**src/rtl/trace_event_sequencer.sv**
```systemverilog
// sync_fifo: generic single-clock FIFO, zero-latency head (pop_dat_o shows the oldest entry).
// Push is refused when full unless a pop happens in the same cycle; pop is ignored when empty.
module sync_fifo #(
    parameter int WIDTH = 8,
    parameter int DEPTH = 4
) (
    input  logic             clk,
    input  logic             rst,
    input  logic             push_vld_i,
    input  logic [WIDTH-1:0] push_dat_i,
    input  logic             pop_rdy_i,
    output logic [WIDTH-1:0] pop_dat_o,
    output logic             full_o,
    output logic             empty_o
);
    localparam int AW = (DEPTH > 1) ? $clog2(DEPTH) : 1;
    localparam logic [AW:0] FULL_CNT = (AW+1)'(DEPTH);

    logic [WIDTH-1:0] mem_q [DEPTH];
    logic [AW-1:0]    wr_ptr_q, wr_ptr_d;
    logic [AW-1:0]    rd_ptr_q, rd_ptr_d;
    logic [AW:0]      cnt_q, cnt_d;
    logic             do_push, do_pop;

    assign full_o    = (cnt_q == FULL_CNT);
    assign empty_o   = (cnt_q == '0);
    assign pop_dat_o = mem_q[rd_ptr_q];
    assign do_pop    = pop_rdy_i && !empty_o;
    assign do_push   = push_vld_i && (!full_o || do_pop);

    always_comb begin
        wr_ptr_d = do_push ? wr_ptr_q + AW'(1) : wr_ptr_q;
        rd_ptr_d = do_pop  ? rd_ptr_q + AW'(1) : rd_ptr_q;
        cnt_d    = cnt_q;
        case ({do_push, do_pop})
            2'b10:   cnt_d = cnt_q + (AW+1)'(1);
            2'b01:   cnt_d = cnt_q - (AW+1)'(1);
            default: cnt_d = cnt_q;
        endcase
    end

    always_ff @(posedge clk) begin
        if (rst) begin
            wr_ptr_q <= '0;
            rd_ptr_q <= '0;
            cnt_q    <= '0;
        end else begin
            wr_ptr_q <= wr_ptr_d;
            rd_ptr_q <= rd_ptr_d;
            cnt_q    <= cnt_d;
        end
    end

    always_ff @(posedge clk) begin
        if (do_push) begin
            mem_q[wr_ptr_q] <= push_dat_i;
        end
    end
endmodule

// trace_event_sequencer: classifies commits, queues them, replays each as an edge-separated DPI pulse.
// Output 1 cycle after enqueue into an empty queue, one event per 3 cycles; commit_ready drops on full or after ebreak.
module trace_event_sequencer #(
    parameter int         FIFO_DEPTH = 4,
    parameter logic [3:0] LS_NONE    = 4'd0
) (
    input  logic        clk,
    input  logic        rst,
    input  logic        commit_valid,
    output logic        commit_ready,
    input  logic [31:0] commit_inst,
    input  logic [3:0]  commit_ls_type,
    input  logic [31:0] commit_mem_addr,
    output logic        halt,
    output logic [31:0] address,
    output logic [3:0]  lsType,
    output logic        inst_jal,
    output logic        inst_jalr,
    output logic        busy
);
    localparam logic [2:0] CLS_NONE   = 3'd0;
    localparam logic [2:0] CLS_MEM    = 3'd1;
    localparam logic [2:0] CLS_JAL    = 3'd2;
    localparam logic [2:0] CLS_JALR   = 3'd3;
    localparam logic [2:0] CLS_EBREAK = 3'd4;

    localparam logic [1:0] ST_IDLE   = 2'd0;
    localparam logic [1:0] ST_PULSE  = 2'd1;
    localparam logic [1:0] ST_GAP    = 2'd2;
    localparam logic [1:0] ST_HALTED = 2'd3;

    localparam int EW = 3 + 32 + 4;

    logic [2:0]    cls;
    logic          accept, push;
    logic          ebreak_seen_q, ebreak_seen_d;
    logic          fifo_full, fifo_empty, pop;
    logic [EW-1:0] head;
    logic [2:0]    head_cls;
    logic [31:0]   head_addr;
    logic [3:0]    head_ls;

    logic [1:0]    state_q, state_d;
    logic          halt_q, halt_d;
    logic [31:0]   address_q, address_d;
    logic [3:0]    ls_q, ls_d;
    logic          jal_q, jal_d;
    logic          jalr_q, jalr_d;

    // Priority order matters: ebreak must win over any ls_type the core reports.
    always_comb begin
        cls = CLS_NONE;
        if (commit_inst == 32'h0010_0073) begin
            cls = CLS_EBREAK;
        end else if (commit_inst[6:0] == 7'b1101111) begin
            cls = CLS_JAL;
        end else if (commit_inst[6:0] == 7'b1100111 && commit_inst[14:12] == 3'b000) begin
            cls = CLS_JALR;
        end else if (commit_ls_type != LS_NONE) begin
            cls = CLS_MEM;
        end
    end

    assign commit_ready  = !fifo_full && !ebreak_seen_q;
    assign accept        = commit_valid && commit_ready;
    assign push          = accept && (cls != CLS_NONE);
    assign ebreak_seen_d = ebreak_seen_q || (accept && cls == CLS_EBREAK);
    assign pop           = (state_q == ST_IDLE) && !fifo_empty;
    assign {head_cls, head_addr, head_ls} = head;

    sync_fifo #(
        .WIDTH (EW),
        .DEPTH (FIFO_DEPTH)
    ) u_evt_fifo (
        .clk        (clk),
        .rst        (rst),
        .push_vld_i (push),
        .push_dat_i ({cls, commit_mem_addr, commit_ls_type}),
        .pop_rdy_i  (pop),
        .pop_dat_o  (head),
        .full_o     (fifo_full),
        .empty_o    (fifo_empty)
    );

    // Pulse outputs default low so every pulse lasts exactly the PULSE cycle.
    always_comb begin
        state_d   = state_q;
        halt_d    = halt_q;
        address_d = address_q;
        ls_d      = LS_NONE;
        jal_d     = 1'b0;
        jalr_d    = 1'b0;
        case (state_q)
            ST_IDLE: begin
                if (pop) begin
                    state_d = ST_PULSE;
                    case (head_cls)
                        CLS_MEM: begin
                            address_d = head_addr;
                            ls_d      = head_ls;
                        end
                        CLS_JAL:    jal_d  = 1'b1;
                        CLS_JALR:   jalr_d = 1'b1;
                        CLS_EBREAK: begin
                            halt_d  = 1'b1;
                            state_d = ST_HALTED;
                        end
                        default: ;
                    endcase
                end
            end
            ST_PULSE:  state_d = ST_GAP;
            ST_GAP:    state_d = ST_IDLE;
            ST_HALTED: state_d = ST_HALTED;
            default:   state_d = ST_IDLE;
        endcase
    end

    always_ff @(posedge clk) begin
        if (rst) begin
            ebreak_seen_q <= 1'b0;
            state_q       <= ST_IDLE;
            halt_q        <= 1'b0;
            address_q     <= 32'h0;
            ls_q          <= LS_NONE;
            jal_q         <= 1'b0;
            jalr_q        <= 1'b0;
        end else begin
            ebreak_seen_q <= ebreak_seen_d;
            state_q       <= state_d;
            halt_q        <= halt_d;
            address_q     <= address_d;
            ls_q          <= ls_d;
            jal_q         <= jal_d;
            jalr_q        <= jalr_d;
        end
    end

    assign halt      = halt_q;
    assign address   = address_q;
    assign lsType    = ls_q;
    assign inst_jal  = jal_q;
    assign inst_jalr = jalr_q;
    assign busy      = !fifo_empty || (state_q == ST_PULSE) || (state_q == ST_GAP);
endmodule
```
**config.mk**
```make
export PLATFORM = sky130hd
export DESIGN_NAME = trace_event_sequencer
export DESIGN_NICKNAME = d
export VERILOG_FILES = /design/src/rtl/trace_event_sequencer.sv
export SDC_FILE = /design/constraint.sdc
export NUM_CORES = 1
export LEC_CHECK = 0
export ABC_AREA = 1
export ABC_CLOCK_PERIOD_IN_PS = 9300
export CORE_ASPECT_RATIO = 1.1
export CORE_MARGIN = 8
export CORE_UTILIZATION = 35
export CTS_BUF_LIST = sky130_fd_sc_hd__clkbuf_2 sky130_fd_sc_hd__clkbuf_4 sky130_fd_sc_hd__clkbuf_8
export CTS_CLUSTER_DIAMETER = 200
export DETAILED_ROUTE_END_ITERATION = 7
export SKIP_LAST_GASP = 1
export SYNTH_ARGS = -nofsm -noshare
export SYNTH_HDL_FRONTEND = slang
export SYNTH_SLANG_ARGS = --single-unit
```
**constraint.sdc**
```tcl
create_clock -name clk -period 9.3 [get_ports clk]
set_clock_uncertainty 0.05 [all_clocks]
set_input_delay 1.86 -clock clk [delete_from_list [all_inputs] [get_ports clk]]
set_output_delay 1.86 -clock clk [all_outputs]
set_load 0.05 [all_outputs]
```
==> results.yml, run 1 <==
die:
  placementRows: 58
  die_area_um2: 28040
  die_h_um: 174.8
  boundaryPins: 112
  coreArea_um2: 22710
  floorplan.die.width_um: 160.4
  start_util_pct: 35.34
routing:
  drt-total-wl_um: 17900
  drt-pass1-iter-count: 5
  wire_per_inst_um: 15.62
  detail_route_antenna_nets: 0
  detail_route.vias_per_cell: 4.670
  route.detailed.drc: 0
  initial_drt_markers: 230
  routed-via-count: 5352
global_routing:
  gr-total-overflow: 0
  grt_max_degree: 80
  grt_pass1_vias: 5546
  grt_first_pass_wirelength_um: 28550
  grt_antenna_before_repair: 1
  grt.total_usage_pct: 12.70
pwr:
  ir_drop_mv: 0.1183
  power.leakage_nw: 3.580
  power_density_nw_per_um2: 280.5
timing:
  worst_slew_pin_tran_ps: 891.9
  post-route-min-period_ps: 4235
  rsz0062_at_grt: "false"
  max_freq_mhz: 236.1
  final-hold-violation-count: 0
  final-max-slew-violation-count: 0
  finalSetupViolations: 0
  layout_setup_ws_ps: 5065
  aggregate_negative_setup_slack_ps: 0
  fin_crit_sh_pct: 45.54
  slew_headroom_pct: 40.54
clock_network:
  post_cts_buffers: 0
  max-clock-path-buffers: 3
  worst_skew_pair.late_latency_ps: 510
  cts_tree: "built"
  cts.root.buffer_cell: "sky130_fd_sc_hd__clkbuf_8"
  path_clk_slew_ps: 50
  cts_hold_repair.buffers: 0
  htree_levels: 2
  post_cts_resize_count: 0
  tritoncts_num_sinks: 207
  tritoncts.num_buffers: 35
critical_path:
  worst_setup_path_end_kind: "flip-flop"
  worst-endpoint-required_ps: 9640
  path_delay_family: "simple AND/OR/NAND/NOR gates"
  crit_path_top_delay_cell: "sky130_fd_sc_hd__clkdlybuf4s50_1"
  worst-path-max-fanout: 5
  cp_common_cell: "sky130_fd_sc_hd__nand2_1"
  worst-endpoint-arrival_ps: 4580
  cp_num_buf_inv: 2
  critical_path.cell_chain: "clkdlybuf4s50_1 -> nor2_1 -> nor3b_1 -> nand2_1 -> nor2_1 -> nand2_1 -> nand2_1 -> ha_1 -> inv_1 -> fa_1 -> a21oi_1 -> o21ai_0 -> o21ai_0 -> a21oi_1"
  timing.setup.critical_path_class: "in -> reg"
  worst_path_largest_cell_delay_ps: 490
  worstSetupStartpointType: "input pin"
placement:
  portBuffers: 111
  total_cell_area_at_the_placement_stage_um2: 9413
  place.detailed.hpwl_um: 10420
  pre_cts_slack_ps: 4577
  finalWeightedCongestion: 0.7245
final_layout:
  area.sequential_um2: 5708
  insertedDiodeCount: 0
  multi_input_area_um2: 1998
  post_route_cells_drive_above_1_share_pct: 10.17
  finish.instance_area_um2: 10130
  synthToLayoutAreaGrowth_pct: 26.25
  layout_common_cells: "sky130_fd_sc_hd__nor2_1 (171), sky130_fd_sc_hd__edfxtp_1 (156), sky130_fd_sc_hd__clkdlybuf4s50_1 (111)"
  layout.cells.most_common: "sky130_fd_sc_hd__nor2_1"
  fillCellCount: 2139
  layout.nets: 901
yosys:
  synth_cells: 699
  ys_ff_latch: 207
  synth_largest_area_cell: "sky130_fd_sc_hd__edfxtp_1"
  synth_area_per_cell_um2: 11.48
  netlist_top_cells_area: "sky130_fd_sc_hd__edfxtp_1 (58%), sky130_fd_sc_hd__dfxtp_1 (13%), sky130_fd_sc_hd__nor2_1 (8.2%)"
  mappedNetlistNets: 781
  ys.warnings.count: 0
  post_synth_num_cell_types: 30
  synth_largest_type_area_fraction_pct: 58.35
  syn_area_um2: 8028
  seq_area_frac_synth_pct: 71.07
min_path:
  min_path_type: "reg -> reg"
flow_run:
  cap_violations: 0
outcome:
  status: "finished clean"
## kinds of logic after synthesis
| kind of cell | synth area share [%] |
|---|---|
| AO/OA/AOI/OAI | 10.88 |
| adder cells (fa/ha/maj) | 1.808 |
| buffers and inverters | 4.411 |
| flip-flops | 71.07 |
| AND/OR/NAND/NOR | 11.83 |
## through the flow
step                      hold WS, ps  utilization, %  power, mW  std cells
after floorplan                 386.3               -      1.806        699
after global placement          393.0           41.44      2.054       1082
after detailed placement        402.2           41.44      2.062       1082
after CTS                       410.7           44.62      2.881       1146
after global routing            430.8           44.62      3.009       1146
final                           401.5           44.62      2.843       1146
## synth_stat cells
master and number:
sky130_fd_sc_hd__ha_1 10, sky130_fd_sc_hd__buf_6 2, sky130_fd_sc_hd__buf_1 1, sky130_fd_sc_hd__nand2_1 41, sky130_fd_sc_hd__buf_8 3, sky130_fd_sc_hd__clkinv_1 1
sky130_fd_sc_hd__nand2_2 4, sky130_fd_sc_hd__nand4_1 2, sky130_fd_sc_hd__nor2_1 175, sky130_fd_sc_hd__nor3b_1 3, sky130_fd_sc_hd__a21oi_1 17, sky130_fd_sc_hd__o211ai_1 2
sky130_fd_sc_hd__nand3_1 8, sky130_fd_sc_hd__inv_4 1, sky130_fd_sc_hd__nand3_2 1, sky130_fd_sc_hd__nor3_1 1, sky130_fd_sc_hd__o21ai_2 1, sky130_fd_sc_hd__o21ai_0 66
sky130_fd_sc_hd__clkbuf_1 24, sky130_fd_sc_hd__inv_1 41, sky130_fd_sc_hd__o22ai_1 32, sky130_fd_sc_hd__inv_2 1, sky130_fd_sc_hd__edfxtp_1 156, sky130_fd_sc_hd__and2_1 2
sky130_fd_sc_hd__fa_1 1, sky130_fd_sc_hd__nor2_4 1, sky130_fd_sc_hd__o21ai_1 45, sky130_fd_sc_hd__a21oi_2 1, sky130_fd_sc_hd__dfxtp_1 51, sky130_fd_sc_hd__buf_2 5
## state kept, by name (all words and copies together), names as in the netlist, named ones only
signal	count
u_evt_fifo.cnt_q	3
halt	1
inst_jalr	1
u_evt_fifo.rd_ptr_q	2
state_q	2
u_evt_fifo.mem_q	156
lsType	4
address	32
ebreak_seen_q	1
inst_jal	1
u_evt_fifo.wr_ptr_q	2
## worst min-delay path: cells and delay by family, from the launching register on
family	cells	cell delay (ps)
flops	1	310
compound gates	1	50
buf+inv	1	50
## area by class of cell
type	count	share of cell area, %
Sequential cell	207	56.32
Clock inverter	5	0.2840
Tap cell	300	3.704
Multi-Input combinational cell	413	19.72
Timing Repair Buffer	118	11.48
Inverter	44	1.654
Clock buffer	59	6.840
## metal layers
| metal | GRT usage, % | share of wire, % |
|---|---|---|
| met1 | 14.12 | 42 |
| met3 | 3.530 | 5.0 |
| met2 | 22.61 | 51 |
| met5 | 0 | 0.073 |
| met4 | 4.910 | 2.4 |
## power by group
| part | switching [mW] | total [mW] | internal, mW |
|---|---|---|---|
| clock network | 0.343 | 0.812 | 0.470 |
| logic | 0.576 | 0.841 | 0.265 |
| registers | 0.0570 | 1.19 | 1.13 |
## final timing paths
check	start	end	slack, ps	cells after the start
setup reg to reg	flip-flop	lsType[1]	5760	12
hold / removal	halt	halt	400	2
hold reg to reg	halt	halt	400	2
setup / recovery	commit_ls_type[0]	u_evt_fifo.cnt_q[2]	5060	14
Note: power is estimated with default switching activity, not from simulation.
==> run 2: changes to the inputs <==
--- a/config.mk
+++ b/config.mk
@@ -6,7 +6,7 @@
 export NUM_CORES = 1
 export LEC_CHECK = 0
 export ABC_AREA = 1
-export ABC_CLOCK_PERIOD_IN_PS = 9300
+export ABC_CLOCK_PERIOD_IN_PS = 4200
 export CORE_ASPECT_RATIO = 1.1
 export CORE_MARGIN = 8
 export CORE_UTILIZATION = 35
==> constraint.sdc (replaced) <==
create_clock -name clk -period 4.2 [get_ports clk]
set_clock_uncertainty 0.05 [all_clocks]
set_input_delay 0.84 -clock clk [delete_from_list [all_inputs] [get_ports clk]]
set_output_delay 0.84 -clock clk [all_outputs]
set_load 0.05 [all_outputs]
==> run 2 against run 1 <==
  * First-iteration DRC count grew 17%
  * Global-route usage rose by 0.19 points
  * Via count up 0.93%
  * Clock-buffer cell count is 11 lower
==> results.yml, run 2 (synthesis gave the netlist of run 1 again) <==
outcome:
  status: "finished clean"
critical_path:
  critical_path.cell_chain: "inv_2 -> buf_4 -> nand2_1 -> nand3_1 -> a21oi_2 -> nand2_2 -> inv_4 -> nand2_1 -> a21oi_1"
  timing.setup.critical_path_class: "reg -> reg"
  worst_path_largest_cell_delay_ps: 650
  reg2reg_depth: 9
  crit_path_top_delay_cell: "sky130_fd_sc_hd__dfxtp_2"
  worst_setup_path_end_kind: "flip-flop"
  worst-endpoint-required_ps: 4580
  cp_common_cell: "sky130_fd_sc_hd__nand2_1"
  worstSetupStartpointType: "flip-flop"
  path_delay_family: "buffers and inverters"
  worst-path-max-fanout: 33
  cp_num_cells: 9
  cp_num_buf_inv: 3
  worst-endpoint-arrival_ps: 3630
timing:
  worst_slew_pin_tran_ps: 868.0
  slew_headroom_pct: 41.93
  final-max-slew-violation-count: 0
  rsz0062_at_grt: "false"
  finalSetupViolations: 0
  post-route-min-period_ps: 3249
  final-hold-violation-count: 0
  max_freq_mhz: 307.8
  layout_setup_ws_ps: 951.4
  aggregate_negative_setup_slack_ps: 0
  fin_crit_sh_pct: 77.35
clock_network:
  worst_skew_pair.late_latency_ps: 510
  tritoncts.num_buffers: 35
  tritoncts_num_sinks: 207
  path_clk_slew_ps: 50
  max-clock-path-buffers: 3
  post_cts_buffers: 0
  post_cts_resize_count: 0
  htree_levels: 2
  cts_tree: "built"
  cts_hold_repair.buffers: 0
  cts.root.buffer_cell: "sky130_fd_sc_hd__clkbuf_8"
final_layout:
  synthToLayoutAreaGrowth_pct: 27.17
  layout.cells.most_common: "sky130_fd_sc_hd__nor2_1"
  insertedDiodeCount: 0
  max_ffs_per_register: 156
  finish.utilization_pct: 44.94
  layout.nets: 905
  post_route_cells_drive_above_1_share_pct: 10.14
  registers.top_by_ff_count: "u_evt_fifo.mem_q"
  finish.cell_count_without_fillers: 1148
  layout_common_cells: "sky130_fd_sc_hd__nor2_1 (171), sky130_fd_sc_hd__edfxtp_1 (156), sky130_fd_sc_hd__clkdlybuf4s50_1 (111)"
die:
  die_h_um: 174.8
  start_util_pct: 35.34
  coreArea_um2: 22710
  placementRows: 58
  die_area_um2: 28040
  floorplan.die.width_um: 160.4
  boundaryPins: 112
routing:
  detail_route_antenna_nets: 0
  initial_drt_markers: 270
  detail_route.vias_per_cell: 4.706
  wire_per_inst_um: 15.93
  route.detailed.drc: 0
  drt-total-wl_um: 18280
  drt-pass1-iter-count: 4
  routed-via-count: 5402
placement:
  place.detailed.hpwl_um: 10970
  pre_cts_slack_ps: 818.7
  portBuffers: 111
  placed_cells_incl_taps: 1086
  finalWeightedCongestion: 0.7286
flow_run:
  cap_violations: 0
global_routing:
  grt_antenna_before_repair: 0
  gr-total-overflow: 0
  grt_max_degree: 43
  grt_first_pass_wirelength_um: 28700
  grt.total_usage_pct: 12.89
  grt_pass1_vias: 5542
pwr:
  share_of_total_power_in_sequential_cells_pct: 41.6
  internal_power_mw: 4.161
  share_comb_of_total_power_pct: 29.9
  ir_drop_mv: 0.3075
  share_clk_of_total_power_pct: 28.5
  power.leakage_nw: 3.601
  fin_total_pwr_mw: 6.345
  p_sw_mw: 2.184
  p_sw_share_pct: 34.42
  power_density_nw_per_um2: 621.5
min_path:
  min_delay_path_depth: 2
  min_path_type: "reg -> reg"
[run 2: changes by cell type in the layout (fill, tap and decap cells not counted), sizes merged]
cell,delta
clkinv,+6
buf,+4
clkbuf,-11
clkinvlp,+1
bufinv,+2
[run 2: worst paths after layout]
path                     to       from  slack [ps]
setup reg to reg  lsType[0]  flip-flop         950
hold / removal         halt       halt         400
setup / recovery  lsType[0]  flip-flop         950
hold reg to reg        halt       halt         400
[run 2: metrics by stage]
step                cell area, um^2  hold WS (ps)
finish                        10210         399.9
global route                  10210         414.3
CTS                           10210         400.3
detailed placement             9493         391.4
global placement               9493         394.9
floorplan                      8028         386.3
[run 2: worst register-to-register path, delay by kind of cell, from the launching register on]
kind	cells	cell delay, ps
buffers and inverters	3	1250
and+or+nand+nor	4	880
DFF	1	650
AOI/OAI and AO/OA	2	350
[run 2: power groups by stage]
| stage | clock network (mW) | registers, mW | logic, mW |
|---|---|---|---|
| after floorplan | 0 | 2.96 | 1.04 |
| after global placement | 0 | 2.68 | 1.90 |
| after detailed placement | 0 | 2.68 | 1.92 |
| after CTS | 1.86 | 2.64 | 1.93 |
| after global routing | 1.93 | 2.68 | 2.11 |
| final | 1.81 | 2.64 | 1.90 |
[run 2: cell type report]
class | instances | area (um^2)
Inverter | 44 | 167.7
Sequential cell | 207 | 5708
Fill cell | 2054 | 12510
Multi-Input combinational cell | 413 | 1998
Clock buffer | 48 | 591.8
Tap cell | 300 | 375.4
Timing Repair Buffer | 122 | 1244
Clock inverter | 14 | 123.9
[run 2: metal layers]
metal  GRT usage [%]  vias to the layer above  share of wire [%]
li1                -                     2685                  -
met1           14.25                     2554                 41
met2           23.17                      131                 51
met3           3.766                       32                5.9
met4           4.404                        0                2.0
met5               0                        -                  0
==> run 3: changes to the inputs <==
--- a/config.mk
+++ b/config.mk
@@ -6,7 +6,7 @@
 export NUM_CORES = 1
 export LEC_CHECK = 0
 export ABC_AREA = 1
-export ABC_CLOCK_PERIOD_IN_PS = 4200
+export ABC_CLOCK_PERIOD_IN_PS = 3200
 export CORE_ASPECT_RATIO = 1.1
 export CORE_MARGIN = 8
 export CORE_UTILIZATION = 35
==> constraint.sdc (replaced) <==
create_clock -name clk -period 3.2 [get_ports clk]
set_clock_uncertainty 0.05 [all_clocks]
set_input_delay 0.64 -clock clk [delete_from_list [all_inputs] [get_ports clk]]
set_output_delay 0.64 -clock clk [all_outputs]
set_load 0.05 [all_outputs]
==> run 3 against run 2 <==
  * Die area did not move
  * Power grew 32%
  * Non-clock buffer count grew 10
  * First-iteration DRC count increased by 1.5%
  * Combinational power is 32% higher
  * Cell area up 1.1%
  * Routed wire length rose by 3.2%
  * Clock-buffer cell count grew 7
  * Highest routed layer unchanged
==> results.yml, run 3 (synthesis gave the netlist of run 1 again) <==
outcome:
  status: "finished clean"
die:
  start_util_pct: 35.34
  boundaryPins: 112
  coreArea_um2: 22710
  die_h_um: 174.8
  placementRows: 58
  floorplan.die.width_um: 160.4
  die_area_um2: 28040
clock_network:
  tritoncts.num_buffers: 34
  max-clock-path-buffers: 3
  cts_hold_repair.buffers: 0
  worst_skew_pair.late_latency_ps: 510
  cts_tree: "built"
  tritoncts_num_sinks: 207
  post_cts_buffers: 0
  post_cts_resize_count: 0
  path_clk_slew_ps: 60
  cts.root.buffer_cell: "sky130_fd_sc_hd__clkbuf_8"
  htree_levels: 2
placement:
  portBuffers: 111
  place.detailed.hpwl_um: 11420
  pre_cts_slack_ps: 84.81
  finalWeightedCongestion: 0.7200
final_layout:
  post_route_cells_drive_above_1_share_pct: 11.31
  layout_common_cells: "sky130_fd_sc_hd__nor2_1 (171), sky130_fd_sc_hd__edfxtp_1 (156), sky130_fd_sc_hd__clkdlybuf4s50_1 (111)"
  layout.cells.most_common: "sky130_fd_sc_hd__nor2_1"
  max_ffs_per_register: 156
  fillCellCount: 2045
  finish.utilization_pct: 45.46
  registers.top_by_ff_count: "u_evt_fifo.mem_q"
  layout.nets: 914
  synthToLayoutAreaGrowth_pct: 28.62
timing:
  finalSetupViolations: 0
  post-route-min-period_ps: 2724
  worst_hold_slack_ps: 402.1
  final-hold-violation-count: 0
  final-max-slew-violation-count: 0
  fin_crit_sh_pct: 85.13
  worst_slew_pin_tran_ps: 534.3
  slew_headroom_pct: 64.34
  rsz0062_at_grt: "false"
  layout_setup_ws_ps: 475.9
  aggregate_negative_setup_slack_ps: 0
  max_freq_mhz: 367.1
global_routing:
  grt_pass1_vias: 5479
  grt_first_pass_wirelength_um: 29420
  grt_max_degree: 40
  gr-total-overflow: 0
  grt.total_usage_pct: 13.17
  grt_antenna_before_repair: 1
min_path:
  hold_path_startpoint: "halt"
  hold_end: "halt"
  min_path_type: "reg -> reg"
  min_delay_path_depth: 2
routing:
  route.detailed.drc: 0
  drt-total-wl_um: 18860
  detail_route.vias_per_cell: 4.732
  drt-pass1-iter-count: 5
  wire_per_inst_um: 16.27
  initial_drt_markers: 274
  detail_route_antenna_nets: 0
  routed-via-count: 5484
critical_path:
  worst_setup_path_end_kind: "output pin"
  reg2reg_depth: 8
  timing.setup.critical_path_class: "reg -> out"
  worstSetupStartpointType: "flip-flop"
  critical_path.cell_chain: "inv_1 -> ha_1 -> nor2_1 -> nand2_1 -> clkdlybuf4s50_1"
  r2r_slack_ps: 780
  worst-endpoint-arrival_ps: 2030
  reg2reg_to: "lsType[1]"
  worst-path-max-fanout: 4
  worst_path_largest_cell_delay_ps: 700
  crit_path_top_delay_cell: "sky130_fd_sc_hd__clkdlybuf4s50_1"
  worst-endpoint-required_ps: 2510
pwr:
  power.leakage_nw: 3.664
  ir_drop_mv: 0.4598
  power_density_nw_per_um2: 810.7
flow_run:
  cap_violations: 0
[run 3: changes by cell type in the layout (fill, tap and decap cells not counted), sizes merged, moves of 2 or more]
cell,delta
buf,+10
bufinv,-2
clkbuf,+7
clkinv,-3
[run 3: worst max-delay path, delay by kind of cell (launching register included)]
kind          cells  cell delay (ps)
fa+ha+maj         1              200
flops             1              380
buf+inv           2              800
simple gates      2              160
[run 3: how the worst max path moves through the flow]
stage,startpoint,to,slack (ps)
2_1_floorplan,u_evt_fifo.cnt_q[1],u_evt_fifo.mem_q[0][0],-70
3_3_place_gp,commit_ls_type[1],u_evt_fifo.cnt_q[2],80
3_5_place_dp,commit_ls_type[1],u_evt_fifo.cnt_q[2],80
4_1_cts,state_q[1],busy,440
5_1_grt,state_q[1],busy,360
6_report,state_q[1],busy,480
[run 3: final cells by class]
cell class              count  area [um^2]  area share [%]
well taps                 300        375.4           3.635
clock buffers              55        688.2           6.665
multi-input cells         413         1998           19.35
flip-flops and latches    207         5708           55.28
diodes                      1        2.502         0.02424
clock inverters             7        41.29          0.3999
inverters                  44        167.7           1.624
repair buffers            132         1344           13.02
[run 3: report_power, final]
group	internal [mW]	leakage (nW)	switching, mW
Sequential	3.29	1.84	0.187
Clock	1.37	0.388	1.01
Combinational	0.824	1.44	1.69
[run 3: routing by layer]
metal	vias to the layer above	track usage, %	wire length, um
met5	-	0	0
met3	29	3.083	939
met2	130	23.12	9568
li1	2694	-	-
met1	2631	15.34	7987
met4	0	4.949	366
[run 3: metrics by stage]
step / area [um^2] / cells / total power [mW]
floorplan: 8038 / 699 / 5.249
global placement: 9593 / 1096 / 6.043
detailed placement: 9593 / 1096 / 6.084
CTS: 10320 / 1158 / 8.493
global route: 10320 / 1159 / 8.855
finish: 10320 / 1159 / 8.370
